===== config.mk =====
export PLATFORM = sky130hd
export DESIGN_NAME = systolic_ctrl_flat
export DESIGN_NICKNAME = d
export VERILOG_FILES = /design/src/rtl/systolic_ctrl_if.sv /design/src/rtl/systolic_ctrl.sv /design/src/flat_wrapper.sv
export SDC_FILE = /design/constraint.sdc
export NUM_CORES = 1
export LEC_CHECK = 0
export ABC_AREA = 0
export CAP_MARGIN = 20
export CORE_MARGIN = 2
export CORE_UTILIZATION = 40
export CTS_CLUSTER_DIAMETER = 40
export DETAILED_ROUTE_END_ITERATION = 8
export GPL_TIMING_DRIVEN = 0
export PLACE_DENSITY = 0.71
export SKIP_LAST_GASP = 1
export SLEW_MARGIN = 20
export SYNTH_ARGS = -nofsm -noshare
export SYNTH_HDL_FRONTEND = slang
export SYNTH_SLANG_ARGS = --single-unit

===== constraint.sdc =====
create_clock -name clk -period 1.73 [get_ports clk]
set_input_delay 0.2595 -clock clk [delete_from_list [all_inputs] [get_ports clk]]
set_output_delay 0.2595 -clock clk [all_outputs]
set_load 0.01 [all_outputs]

===== src/rtl/systolic_ctrl_if.sv =====
// Control bundle between the systolic array sequencer and its operand feeders / MAC cells.
interface systolic_ctrl_if #(
  parameter int DIM = 8,
  parameter int CW  = $clog2(3*DIM)
);
  logic                    start;
  logic                    load_c;
  logic                    hold;
  logic                    mac_en;
  logic                    mac_wren;
  logic [$clog2(DIM)-1:0]  c_row_sel;
  logic [DIM-1:0]          feed_valid;
  logic [CW-1:0]           feed_idx;
  logic                    busy;
  logic                    done;

  modport slave (
    input  start, load_c, hold,
    output mac_en, mac_wren, c_row_sel, feed_valid, feed_idx, busy, done
  );

  modport master (
    output start, load_c, hold,
    input  mac_en, mac_wren, c_row_sel, feed_valid, feed_idx, busy, done
  );
endinterface


===== src/rtl/systolic_ctrl.sv =====
// Sequencer for a DIM x DIM systolic MAC array: optional accumulator preload,
// skewed operand feed over 3*DIM-2 steps, then a one-cycle done pulse.
module systolic_ctrl #(
  parameter int DIM = 8,
  parameter int CW  = $clog2(3*DIM)
) (
  input  logic           clk,
  input  logic           rst,
  systolic_ctrl_if.slave bus
);
  localparam int RW = $clog2(DIM);
  localparam logic [CW-1:0] LOAD_LAST = CW'(DIM - 1);
  localparam logic [CW-1:0] COMP_LAST = CW'(3*DIM - 3);

  typedef enum logic [1:0] {
    S_IDLE,
    S_LOAD_C,
    S_COMPUTE,
    S_DONE
  } state_t;

  state_t          r_state;
  state_t          w_state_next;
  logic [CW-1:0]   r_cnt;
  logic [CW-1:0]   w_cnt_next;
  logic [DIM-1:0]  w_lane_hit;
  logic            w_feed_on;

  always_ff @(posedge clk or posedge rst) begin
    if (rst) begin
      r_state <= S_IDLE;
      r_cnt   <= '0;
    end else begin
      r_state <= w_state_next;
      r_cnt   <= w_cnt_next;
    end
  end

  always_comb begin
    w_state_next  = r_state;
    w_cnt_next    = r_cnt;
    w_feed_on     = 1'b0;
    bus.mac_en    = 1'b0;
    bus.mac_wren  = 1'b0;
    bus.c_row_sel = '0;
    bus.feed_idx  = '0;
    bus.busy      = (r_state != S_IDLE);
    bus.done      = (r_state == S_DONE);
    case (r_state)
      S_IDLE: begin
        if (bus.start) begin
          w_state_next = bus.load_c ? S_LOAD_C : S_COMPUTE;
          w_cnt_next   = '0;
        end
      end
      S_LOAD_C: begin
        bus.c_row_sel = r_cnt[RW-1:0];
        bus.mac_en    = !bus.hold;
        bus.mac_wren  = !bus.hold;
        if (!bus.hold) begin
          if (r_cnt == LOAD_LAST) begin
            w_state_next = S_COMPUTE;
            w_cnt_next   = '0;
          end else begin
            w_cnt_next = r_cnt + 1'b1;
          end
        end
      end
      S_COMPUTE: begin
        bus.feed_idx = r_cnt;
        bus.mac_en   = !bus.hold;
        w_feed_on    = !bus.hold;
        if (!bus.hold) begin
          if (r_cnt == COMP_LAST) begin
            w_state_next = S_DONE;
            w_cnt_next   = '0;
          end else begin
            w_cnt_next = r_cnt + 1'b1;
          end
        end
      end
      S_DONE: begin
        w_state_next = S_IDLE;
        w_cnt_next   = '0;
      end
      default: begin
        w_state_next = S_IDLE;
        w_cnt_next   = '0;
      end
    endcase
  end

  // Lane gi is live for steps gi..gi+DIM-1; t-gi wraps to a large value when t < gi.
  genvar gi;
  generate
    for (gi = 0; gi < DIM; gi++) begin : g_lane
      logic [CW:0] w_diff;
      assign w_diff         = {1'b0, r_cnt} - (CW+1)'(gi);
      assign w_lane_hit[gi] = (w_diff < (CW+1)'(DIM));
    end
  endgenerate

  assign bus.feed_valid = w_lane_hit & {DIM{w_feed_on}};
endmodule


===== src/flat_wrapper.sv =====
// flat-port wrapper written by rule: the top's interface ports become plain ports
module systolic_ctrl_flat 
#(
  parameter int DIM = 8,
  parameter int CW  = $clog2(3*DIM)
)
  (clk, rst, bus_start, bus_load_c, bus_hold, bus_mac_en, bus_mac_wren, bus_c_row_sel, bus_feed_valid, bus_feed_idx, bus_busy, bus_done);
  systolic_ctrl_if #(.DIM(DIM), .CW(CW)) bus_i ();
  input  logic clk;
  input  logic rst;
  input wire logic [$bits(bus_i.start)-1:0] bus_start;
  input wire logic [$bits(bus_i.load_c)-1:0] bus_load_c;
  input wire logic [$bits(bus_i.hold)-1:0] bus_hold;
  output wire logic [$bits(bus_i.mac_en)-1:0] bus_mac_en;
  output wire logic [$bits(bus_i.mac_wren)-1:0] bus_mac_wren;
  output wire logic [$bits(bus_i.c_row_sel)-1:0] bus_c_row_sel;
  output wire logic [$bits(bus_i.feed_valid)-1:0] bus_feed_valid;
  output wire logic [$bits(bus_i.feed_idx)-1:0] bus_feed_idx;
  output wire logic [$bits(bus_i.busy)-1:0] bus_busy;
  output wire logic [$bits(bus_i.done)-1:0] bus_done;
  assign bus_i.start = bus_start;
  assign bus_i.load_c = bus_load_c;
  assign bus_i.hold = bus_hold;
  assign bus_mac_en = bus_i.mac_en;
  assign bus_mac_wren = bus_i.mac_wren;
  assign bus_c_row_sel = bus_i.c_row_sel;
  assign bus_feed_valid = bus_i.feed_valid;
  assign bus_feed_idx = bus_i.feed_idx;
  assign bus_busy = bus_i.busy;
  assign bus_done = bus_i.done;
  systolic_ctrl #(.DIM(DIM), .CW(CW)) u_core (.clk(clk), .rst(rst), .bus(bus_i));
endmodule

==> results.json <==
{
  "cp_slowest_cell": "dfrtp_1",
  "clock_latency_ps": 240,
  "die-area_sq_mm": 0.00266,
  "slew_violations": 0,
  "vias": 968,
  "hold_path.class": "in2async",
  "cts.sinks": 7,
  "path_max_fanout": 4,
  "status": "complete, but fails checks",
  "netlist_area_sq_um": 906,
  "tightestPinTransition_ps": 264,
  "synthCells": 113,
  "cts_tree": "yes",
  "drc": 0,
  "grt_setup_unrepaired": "yes",
  "fin_worst_skew_ps": 4.39,
  "synthTopCellsByCount": "13 x ha_1, 9 x xnor2_1, 8 x and2_1, 8 x nand2_1",
  "stdcell_count": 191,
  "grt_remaining_overflow": 0,
  "syn_nets": 131,
  "async_flop_share_pct": 100,
  "areaGrowthSynthToFinish_pct": 68.9,
  "synth_flop_cell": "dfrtp_1",
  "worst-path-buf-inv": 3,
  "port_buffers": 24,
  "synth_top_cell_by_area": "dfrtp_1",
  "min_period_over_period_pct": 110,
  "clockBufferDepth": 2,
  "numCtsBuffers": 3,
  "cellPowerDensity_mw_per_mm2": 1120,
  "row_count": 17,
  "hold_viol_final": 0,
  "critPathCaptureType": "output port",
  "antenna_found_initial": 0,
  "dp.cells": 165,
  "fmax_ghz": 0.527,
  "worstPathCellList": "buf_6 > inv_2 > ha_4 > o21ai_0 > o32a_1 > nor2_2 > buf_2",
  "synth_top_area_share_pct": 19.3,
  "maxCapViolations": 0,
  "syn_area_per_cell_sq_um": 8.02,
  "antennaDiodeCount": 0,
  "crit_family": "compound AO/OA/AOI/OAI gates",
  "synth_seq_area_share_pct": 19.3,
  "critical_path_class": "reg2out",
  "grt_pass1_vias": 898,
  "gr-usage-all-layers_pct": 19.3,
  "violations": "setup timing",
  "cts.root.buffer_cell": "clkbuf_4",
  "critPathLaunchType": "flop",
  "pin_count": 25,
  "yosys_warnings": 0,
  "crit_required_ps": 1470,
  "gp_congestion": 0.834,
  "setup_viol": 7,
  "start_util_pct": 41.8,
  "hold_buffers": 0,
  "slowest_delay_ps": 380,
  "fin_ws_ps": -169,
  "fin_total_pwr_mw": 1.72,
  "htree_levels": 1,
  "worstPathArrival_ps": 1640,
  "wl_mm": 2.56,
  "vias_per_cell": 5.07,
  "dr.pass1.iters": 4,
  "ant_nets": 0,
  "final_nets": 182,
  "reg2regPathDepth": 7,
  "synth.ff_latch_count": 7,
  "core-area_sq_mm": 0.00217,
  "synth_area_leaders": "dfrtp_1 19%, ha_1 18%, xnor2_1 8.7%",
  "drtIter0Drc": 10,
  "slew_headroom_pct": 82.3,
  "cp.depth": 7,
  "post_drt_wl_per_cell_um": 13.4,
  "clkTransAtPathRegs_ps": 50,
  "grt_max_degree": 11,
  "chipHeight_um": 51.6,
  "finalCriticalPeriod_ps": 1900,
  "vdd_ir_drop_max_mv": 1.10,
  "synth_edf_count": 0,
  "drive_above_1_share_pct": 47.9,
  "dieWidth_um": 51.6,
  "power.leakage_nw": 0.732,
  "yosysMostFrequentCell": "ha_1",
  "grt_pass1_wl_mm": 4.04,
  "hpwl_mm": 1.55,
  "ys_types": 33
}
## routing by layer
metal | global-route usage (%) | up-vias | routed length (um)
met3 | 0.287 | 4 | 83
met2 | 34.4 | 24 | 1240
met1 | 24.3 | 457 | 1190
met5 | 0 | - | 0
met4 | 8.77 | 0 | 44
li1 | - | 483 | -
## repair_timing
action,in CTS,in global routing
setup endpoints to repair,22,20
pin swaps,12,7
setup buffers,17,8
gates resized for setup,87,15
hold endpoints to repair,0,0
## sequential cells by signal (all words and copies together) (netlist names)
signal and count:
u_core.r_cnt 5, u_core.r_state 2
## area by class of cell
cell class              instances  area (sq um)
repair buffers                 48           384
multi-input cells              89           815
fillers                       184           639
flip-flops and latches          7           178
inverters                      11          53.8
well taps                      28          35.0
clock buffers                   4          26.3
plain buffers                   4          38.8
## cells in the final DEF, fill, tap and decap left out, drive strengths merged
cell type       n
o21ai          11
clkbuf          9
clkdlybuf4s15   1
clkdlybuf4s50   4
ha             13
nand2b          1
o211ai          1
nand3           1
a21oi           3
mux2i           4
nor2            5
a31oi           1
dfrtp           7
and2            8
nor2b           3
nand3b          1
mux2            1
xnor2           9
nor3b           2
a211oi          1
or3             1
dlygate4sd2     6
nand4b          1
o21a            2
buf            35
inv            11
o22ai           2
nor3            7
dlymetal6s2s    1
a41o            1
nand2           8
a22o            1
o32a            1
## metrics by stage
| step | hold WS (ps) | setup WS, ps | utilization (%) | instance area (sq um) | setup TNS [ps] |
|---|---|---|---|---|---|
| after detailed placement | 492 | -639 | 54.7 | 1190 | -4580 |
| after CTS | 230 | -168 | 67.1 | 1460 | -511 |
| after floorplan | 62.9 | 7.36 | - | 911 | 0 |
| final | 231 | -169 | 70.5 | 1530 | -860 |
| after global placement | 486 | -611 | 54.7 | 1190 | -4190 |
| after global routing | 253 | -242 | 70.5 | 1530 | -1620 |
## power by group
part	internal [mW]	leakage, nW	total [mW]	switching (mW)
Sequential	0.211	0.0895	0.244	0.0332
Combinational	0.664	0.627	1.34	0.673
Clock	0.0873	0.0150	0.137	0.0499
## path summary, 6_finish.rpt
| kind | from | end | slack, ps |
|---|---|---|---|
| setup / recovery | u_core.r_cnt[1] | bus_feed_valid[5] | -170 |
| hold / removal | rst | u_core.r_cnt[4] | 230 |
| setup reg to reg | u_core.r_state[1] | u_core.r_cnt[2] | 90 |
| hold reg to reg | u_core.r_state[0] | u_core.r_state[0] | 620 |
| max in group asynchronous | rst | u_core.r_cnt[0] | 1280 |
| min in group clk | u_core.r_state[0] | u_core.r_state[0] | 620 |
## cell families (layout without fill, tap and decap cells)
family / count (synthesis) / after routing / share of synthesized area [%]
XOR/XNOR: 9 / 9 / 8.70
AND/OR/NAND/NOR: 38 / 38 / 22.9
multiplexers: 5 / 5 / 5.66
flip-flops: 7 / 7 / 19.3
AO/OA/AOI/OAI: 24 / 24 / 17.0
buffers and inverters: 17 / 67 / 8.43
adder cells (fa/ha/maj): 13 / 13 / 18.0
Note: power is estimated with default switching activity, not from simulation.
